===== config.mk =====
export PLATFORM = sky130hd
export DESIGN_NAME = acondicionador_botones
export DESIGN_NICKNAME = d
export VERILOG_FILES = /design/src/rtl/acondicionador_botones.sv
export SDC_FILE = /design/constraint.sdc
export NUM_CORES = 1
export LEC_CHECK = 0
export ABC_CLOCK_PERIOD_IN_PS = 2460
export BUFFER_PORTS_ARGS = -buffer_cell sky130_fd_sc_hd__buf_2
export CAP_MARGIN = 5
export CORE_MARGIN = 3
export CORE_UTILIZATION = 60
export CTS_CLUSTER_SIZE = 20
export DETAILED_ROUTE_END_ITERATION = 10
export PLACE_DENSITY = 0.85
export SLEW_MARGIN = 20
export SYNTH_ARGS = -nofsm -noshare
export SYNTH_HDL_FRONTEND = slang
export SYNTH_SLANG_ARGS = --single-unit

===== constraint.sdc =====
create_clock -name Clock -period 2.46 [get_ports Clock]
set_input_delay 0.123 -clock Clock [delete_from_list [all_inputs] [get_ports Clock]]
set_output_delay 0.123 -clock Clock [all_outputs]
set_load 0.1 [all_outputs]

===== src/rtl/acondicionador_botones.sv =====
// rtl/acondicionador_botones.sv - button conditioner: sync, debounce, press pulse, auto-repeat
module acondicionador_botones #(
  parameter int                N_BTN           = 5,
  parameter int                DEBOUNCE_CYCLES = 500000,
  parameter int                REPEAT_DELAY    = 25000000,
  parameter int                REPEAT_RATE     = 5000000,
  parameter logic [N_BTN-1:0]  REPEAT_MASK     = 5'b00011,
  parameter int                CNT_W           = 25
) (
  input  logic             Clock,
  input  logic             reset,
  input  logic [N_BTN-1:0] btn_raw,
  output logic [N_BTN-1:0] level,
  output logic [N_BTN-1:0] pulse
);

  localparam logic [CNT_W-1:0] DB_LAST = CNT_W'(DEBOUNCE_CYCLES - 1);
  localparam logic [CNT_W-1:0] RD_LAST = CNT_W'(REPEAT_DELAY - 1);
  localparam logic [CNT_W-1:0] RR_LAST = CNT_W'(REPEAT_RATE - 1);

  typedef enum logic [1:0] {IDLE, WAIT_FIRST, REPEAT} rep_state_t;

  logic [N_BTN-1:0] s1, s2;

  always_ff @(posedge Clock) begin
    if (reset) begin
      s1 <= '0;
      s2 <= '0;
    end else begin
      s1 <= btn_raw;
      s2 <= s1;
    end
  end

  for (genvar i = 0; i < N_BTN; i++) begin : g_ch
    logic [CNT_W-1:0] dcnt, dcnt_d, rcnt, rcnt_d;
    logic             level_q, level_d, pulse_q, fire;
    rep_state_t       state, state_d;

    always_comb begin
      dcnt_d  = '0;
      level_d = level_q;
      if (s2[i] != level_q) begin
        if (dcnt == DB_LAST) level_d = s2[i];
        else                 dcnt_d  = dcnt + 1'b1;
      end
    end

    // Decisions use the next level so a release wins over a coinciding repeat.
    always_comb begin
      state_d = state;
      rcnt_d  = rcnt;
      fire    = 1'b0;
      if (!REPEAT_MASK[i] || !level_d) begin
        state_d = IDLE;
        rcnt_d  = '0;
      end else begin
        case (state)
          IDLE: begin
            state_d = WAIT_FIRST;
            rcnt_d  = '0;
          end
          WAIT_FIRST: begin
            if (rcnt == RD_LAST) begin
              fire    = 1'b1;
              rcnt_d  = '0;
              state_d = REPEAT;
            end else begin
              rcnt_d = rcnt + 1'b1;
            end
          end
          REPEAT: begin
            if (rcnt == RR_LAST) begin
              fire   = 1'b1;
              rcnt_d = '0;
            end else begin
              rcnt_d = rcnt + 1'b1;
            end
          end
          default: begin
            state_d = IDLE;
            rcnt_d  = '0;
          end
        endcase
      end
    end

    always_ff @(posedge Clock) begin
      if (reset) begin
        dcnt    <= '0;
        level_q <= 1'b0;
        pulse_q <= 1'b0;
        rcnt    <= '0;
        state   <= IDLE;
      end else begin
        dcnt    <= dcnt_d;
        level_q <= level_d;
        pulse_q <= (level_d & ~level_q) | fire;
        rcnt    <= rcnt_d;
        state   <= state_d;
      end
    end

    assign level[i] = level_q;
    assign pulse[i] = pulse_q;
  end

endmodule


==> results of run 1 <==
through the flow:
stage	power, W	setup WS, ns	instance area (sq um)	cells	hold WS [ns]
2_1_floorplan	0.00334	0.544	8780	1008	0.251
3_3_place_gp	0.00336	0.427	9030	1187	0.340
3_5_place_dp	0.00336	0.397	9030	1187	0.342
4_1_cts	0.00606	0.302	9660	1223	0.194
5_1_grt	0.00619	0.155	9660	1223	0.214
6_report	0.00600	0.312	9660	1223	0.202
synthesized netlist by cell type, types with 2 or more instances:
library cell | number | area (sq um)
nor4bb_1 | 4 | 40.0
o21a_1 | 3 | 22.5
nand3_1 | 71 | 355
mux2i_1 | 4 | 40.0
nor4b_1 | 6 | 52.6
nor2_1 | 220 | 826
buf_6 | 2 | 22.5
or3_1 | 5 | 31.3
buf_4 | 12 | 90.1
or4_1 | 6 | 45.0
or2_2 | 4 | 25.0
nor2b_1 | 13 | 81.3
nand3b_1 | 4 | 30.0
nor3_1 | 29 | 145
nand2_1 | 56 | 210
and3_1 | 20 | 125
buf_2 | 7 | 35.0
a211oi_1 | 2 | 15.0
dfxtp_1 | 199 | 3980
ha_1 | 13 | 163
a21oi_1 | 5 | 25.0
and2_1 | 4 | 25.0
o21ai_0 | 3 | 15.0
nor4_1 | 25 | 156
xor2_1 | 104 | 911
xnor2_1 | 61 | 534
clkbuf_1 | 13 | 48.8
and4_1 | 14 | 123
nand4_1 | 65 | 407
inv_1 | 23 | 86.3
registers in the layout (all words and copies together) (netlist names):
name          count
s2                5
g_ch.rcnt        50
g_ch.state        4
g_ch.level_q      5
g_ch.pulse_q      5
g_ch.dcnt       125
s1                5
final cells by class:
class,instances,area (sq um)
Fill cell,1096,4440
Inverter,23,86.3
Clock inverter,11,124
Tap cell,180,225
Clock buffer,20,457
Timing Repair Buffer,39,278
Multi-Input combinational cell,751,4510
Sequential cell,199,3980
where the power goes:
group / leakage (nW) / switching (W) / internal [W]
Combinational: 1.21 / 0.0000303 / 0.0000214
Sequential: 1.60 / 0.00000627 / 0.00323
Clock: 0.278 / 0.00117 / 0.00155
Total: 3.09 / 0.00121 / 0.00480
metal layers:
layer	part of all wire [%]	global-route usage (%)
met5	0	0
met4	1.6	7.26
met3	3.1	4.97
met2	47	33.4
met1	49	26.4
what timing repair did:
action                                 in CTS  in global routing
setup endpoints to repair                   0                  0
endpoints found under the hold margin       5                  0
hold buffers                                5                  0
kinds of logic after synthesis:
| kind of cell | count (synthesis) | share of synthesized area [%] |
|---|---|---|
| and+or+nand+nor | 549 | 30.8 |
| DFF | 199 | 45.4 |
| xor gates and xnor gates | 165 | 16.5 |
| buffers and inverters | 58 | 3.28 |
| AOI/OAI and AO/OA | 20 | 1.75 |
| adders and majority gates | 13 | 1.85 |
| muxes | 4 | 0.456 |
worst min path at each step:
stage | from | to | slack [ns] | depth (start not counted)
2_1_floorplan | btn_raw[0] | s1[0] | 0.25 | 1
3_3_place_gp | btn_raw[3] | s1[3] | 0.34 | 2
3_5_place_dp | btn_raw[3] | s1[3] | 0.34 | 2
4_1_cts | reset | g_ch[0].level_q | 0.19 | 2
5_1_grt | reset | g_ch[4].level_q | 0.21 | 2
6_report | reset | g_ch[0].level_q | 0.20 | 2
==> results.sh, run 1 <==
export IMPL_postRouteAntennaNets=0
export IMPL_crit_required_ns=2.77
export IMPL_setup_tns_final_ns=0
export IMPL_ys_seq_area_share_pct=45.4
export IMPL_dpl_hpwl_um=10600
export IMPL_post_route_period_util_pct=87.3
export IMPL_root_buffer="clkbuf_16"
export IMPL_synth_edf_count=0
export IMPL_synthCells=1008
export IMPL_post_cts_resized=0
export IMPL_clockBufferDepth=2
export IMPL_path_max_fanout=25
export IMPL_rsz0062_at_grt="no"
export IMPL_critical_path_top_delay_family="simple AND/OR/NAND/NOR gates"
export IMPL_max_freq_ghz=0.466
export IMPL_worst_r2r_setup_slack_ns=0.31
export IMPL_grt_pass1_wl_um=27700
export IMPL_die_area_sq_mm=0.0161
export IMPL_path_depth=5
export IMPL_worst_setup_path_end_kind="register"
export IMPL_hold_viol=0
export IMPL_grt_pass1_vias=6296
export IMPL_critical_path_class="reg -> reg"
export IMPL_crit_start="g_ch[4].dcnt[10]"
export IMPL_critPathCapture="g_ch[4].dcnt[21]"
export IMPL_finish_utilization_pct=68.5
export IMPL_syn_area_sq_mm=0.00878
export IMPL_power_per_cell_area_mw_per_mm2=622
export IMPL_final_common_cell="nor2_1"
export IMPL_crit_buf_inv=1
export IMPL_drive_gt1_share_pct=6.90
export IMPL_post_cts_buffers=0
export IMPL_crit_chain="or4b_2 > nor4_1 > or3_1 > buf_4 > nor2_1"
export IMPL_yosys_warnings=0
export IMPL_drtIter0Drc=462
export IMPL_cts_sinks=199
export IMPL_grt_max_degree=30
export IMPL_diodes=0
export IMPL_cts_clk_slew_worst_paths_ns=0.07
export IMPL_pin_count=17
export IMPL_ys_ff_latch=199
export IMPL_leakagePower_nw=3.09
export IMPL_cts_tree="done"
export IMPL_num_nets_final=1051
export IMPL_startpoint_type="register"
export IMPL_synth_cell_types=41
export IMPL_finalWirelength_um=16100
export IMPL_syn2layout_area_growth_pct=10.0
export IMPL_hold_class="in -> reg"
export IMPL_ys_async_sr_fraction_pct=0
export IMPL_rows=43
export IMPL_worstPathArrival_ns=2.46
export IMPL_critPathSlowestCell="or4b_2"
export IMPL_drv_slew=0
export IMPL_maxCapViolCount=0
export IMPL_fin_crit_ns=2.15
export IMPL_r2r_start="g_ch[4].dcnt[10]"
export IMPL_setup_violations=0
export IMPL_reg2regPathDepth=5
export IMPL_antenna_found_initial=0
export IMPL_gp_congestion=0.829
export IMPL_wl_per_cell_um=13.1
export IMPL_status="finished clean"
export IMPL_skew_ns=0.00718
export IMPL_vias=6735
export IMPL_remaining_drc_errors=0
export IMPL_syn_area_per_cell_sq_um=8.71
export IMPL_cts_buffers=17
export IMPL_drt_pass1_iter_count=5
export IMPL_io_buffers=16
export IMPL_grt_total_usage_pct=20.4
export IMPL_worstReg2RegEnd="g_ch[4].dcnt[21]"
export IMPL_peakVddDrop_mv=0.499
export IMPL_start_util_pct=62.3
export IMPL_syn_nets=1028
export IMPL_grt_overflow=0
export IMPL_relSlewSlack_pct=59.3
export IMPL_worstMarginPinSlew_ns=0.605
export IMPL_ys_flop_type="dfxtp_1"
export IMPL_fp_coreArea_sq_mm=0.0141
export IMPL_htreeDepth=4
export IMPL_die_w_um=127
export IMPL_die_h_um=127
export IMPL_layout_common_cells="nor2_1 (220), dfxtp_1 (199), xor2_1 (104)"
export IMPL_slowest_delay_ns=0.69
export IMPL_clkLatencyLatePin_ns=0.43
export IMPL_drt_vias_per_instance=5.51
No activity file was read; power rests on OpenSTA's default activity.
==> run 2, diff against run 1 <==
- CELL_PAD_IN_SITES_DETAIL_PLACEMENT: default -> 0
- CELL_PAD_IN_SITES_GLOBAL_PLACEMENT: default -> 1
- CORE_UTILIZATION: 60 -> 48
- PLACE_DENSITY: 0.85 -> 0.87
==> results.sh, run 2 (synthesis results as in run 1) <==
export IMPL_post_route_period_util_pct=84.0
export IMPL_multiInputGateArea_sq_mm=0.00451
export IMPL_drt_pass1_iter_count=4
export IMPL_finalPower_w=0.00614
export IMPL_grt_max_degree=30
export IMPL_drt_vias_per_instance=5.21
export IMPL_die_area_sq_mm=0.0199
export IMPL_cts_clk_slew_worst_paths_ns=0.07
export IMPL_critical_path_class="reg -> reg"
export IMPL_die_w_um=141
export IMPL_cts_tree="done"
export IMPL_root_buffer="clkbuf_16"
export IMPL_worstMarginPinSlew_ns=0.699
export IMPL_status="finished clean"
export IMPL_cts_sinks=199
export IMPL_rsz0062_at_grt="no"
export IMPL_finalWirelength_um=15600
export IMPL_setup_violations=0
export IMPL_wl_per_cell_um=12.3
export IMPL_worst_setup_path_end_kind="register"
export IMPL_drtIter0Drc=266
export IMPL_grt_total_usage_pct=16.5
export IMPL_final_common_cell="nor2_1"
export IMPL_clkLatencyLatePin_ns=0.43
export IMPL_vias=6612
export IMPL_clockBufferDepth=2
export IMPL_regArea_sq_mm=0.00398
export IMPL_leakagePower_nw=3.11
export IMPL_drv_slew=0
export IMPL_syn2layout_area_growth_pct=11.0
export IMPL_post_cts_resized=0
export IMPL_drive_gt1_share_pct=6.99
export IMPL_fp_coreArea_sq_mm=0.0176
export IMPL_critical_path_top_delay_family="simple AND/OR/NAND/NOR gates"
export IMPL_largest_reg_flops=125
export IMPL_worst_r2r_setup_slack_ns=0.39
export IMPL_top_register="g_ch.dcnt"
export IMPL_crit_chain="or4_1 > nor4_1 > a21oi_1 > o22ai_4 > buf_12 > nor2_1"
export IMPL_crit_buf_inv=1
export IMPL_crit_required_ns=2.77
export IMPL_grtUsageMet1_pct=23.1
export IMPL_startpoint_type="register"
export IMPL_path_max_fanout=25
export IMPL_io_buffers=16
export IMPL_cts_buffers=17
export IMPL_use_met2_pct=25.9
export IMPL_power_per_cell_area_mw_per_mm2=630
export IMPL_grt_overflow=0
export IMPL_hold_viol=0
export IMPL_rows=48
export IMPL_diodes=0
export IMPL_layout_common_cells="nor2_1 (220), dfxtp_1 (199), xor2_1 (104)"
export IMPL_met3_usage_pct=3.29
export IMPL_fin_crit_ns=2.07
export IMPL_max_freq_ghz=0.484
export IMPL_maxCapViolCount=0
export IMPL_grt_pass1_vias=6253
export IMPL_slowest_delay_ns=0.52
export IMPL_dpl_hpwl_um=10500
export IMPL_worstPathArrival_ns=2.38
export IMPL_top_regs="g_ch.dcnt: 125 flops, g_ch.rcnt: 50 flops"
export IMPL_start_util_pct=49.9
export IMPL_critPathSlowestCell="or4_1"
export IMPL_grt_busiest_layer="met2"
export IMPL_htreeDepth=4
export IMPL_post_cts_buffers=0
export IMPL_grt_pass1_wl_um=28100
export IMPL_remaining_drc_errors=0
export IMPL_peakVddDrop_mv=0.613
export IMPL_postRouteAntennaNets=0
export IMPL_setup_tns_final_ns=0
export IMPL_hold_class="in -> reg"
export IMPL_die_h_um=141
export IMPL_num_nets_final=1051
export IMPL_antenna_found_initial=0
export IMPL_fill_cells=1655
export IMPL_skew_ns=0.0151
export IMPL_gp_congestion=0.788
export IMPL_hold_buffers=5
export IMPL_relSlewSlack_pct=53.0
export IMPL_pin_count=17
-- run 2: changes by cell type in the layout (fill, tap and decap cells not counted), sizes merged --
cell      before  now
bufinv         2    3
clkinv         5    4
inv           24   28
clkinvlp       3    1
clkbuf        20   19
-- run 2: final cells by class --
cell class              instances  share of cell area, %
multi-input cells             751                   46.2
inverters                      23                  0.886
clock buffers                  19                   4.54
well taps                     225                   2.89
repair buffers                 39                   2.85
flip-flops and latches        199                   40.9
clock inverters                13                   1.72
-- run 2: through the flow --
stage	cells	worst slack (ns)	hold WS (ns)	util (%)	area [sq um]
6_report	1269	0.395	0.182	55.4	9750
3_5_place_dp	1232	0.434	0.338	51.6	9090
4_1_cts	1269	0.406	0.187	55.4	9750
5_1_grt	1269	0.204	0.203	55.4	9750
3_3_place_gp	1232	0.422	0.341	51.6	9090
2_1_floorplan	1008	0.544	0.251	-	8780
-- run 2: worst paths after layout --
path,depth (start not counted),start,to
worst max-delay path,6,g_ch[0].dcnt[23],g_ch[0].rcnt[11]
worst min-delay path,2,reset,s1[1]
worst max register to register,6,g_ch[0].dcnt[23],g_ch[0].rcnt[11]
worst min register to register,1,s1[0],s2[0]
-- run 2: metal layers --
layer	up-vias	routed length (um)
li1	3483	-
met1	3058	7990
met2	63	7040
met3	8	450
met4	0	84
met5	-	0
-- run 2: worst register-to-register path, cell delays in order (launching register included) --
cell and delay [ns]:
dfxtp_1 0.33, or4_1 0.52, nor4_1 0.45, a21oi_1 0.18
o22ai_4 0.22, buf_12 0.19, nor2_1 0.07
-- run 2: power breakdown --
group	leakage (nW)	switching [W]	internal, W	total [W]
Clock	0.300	0.00121	0.00164	0.00285
Sequential	1.60	0.00000632	0.00323	0.00324
Combinational	1.21	0.0000299	0.0000207	0.0000506
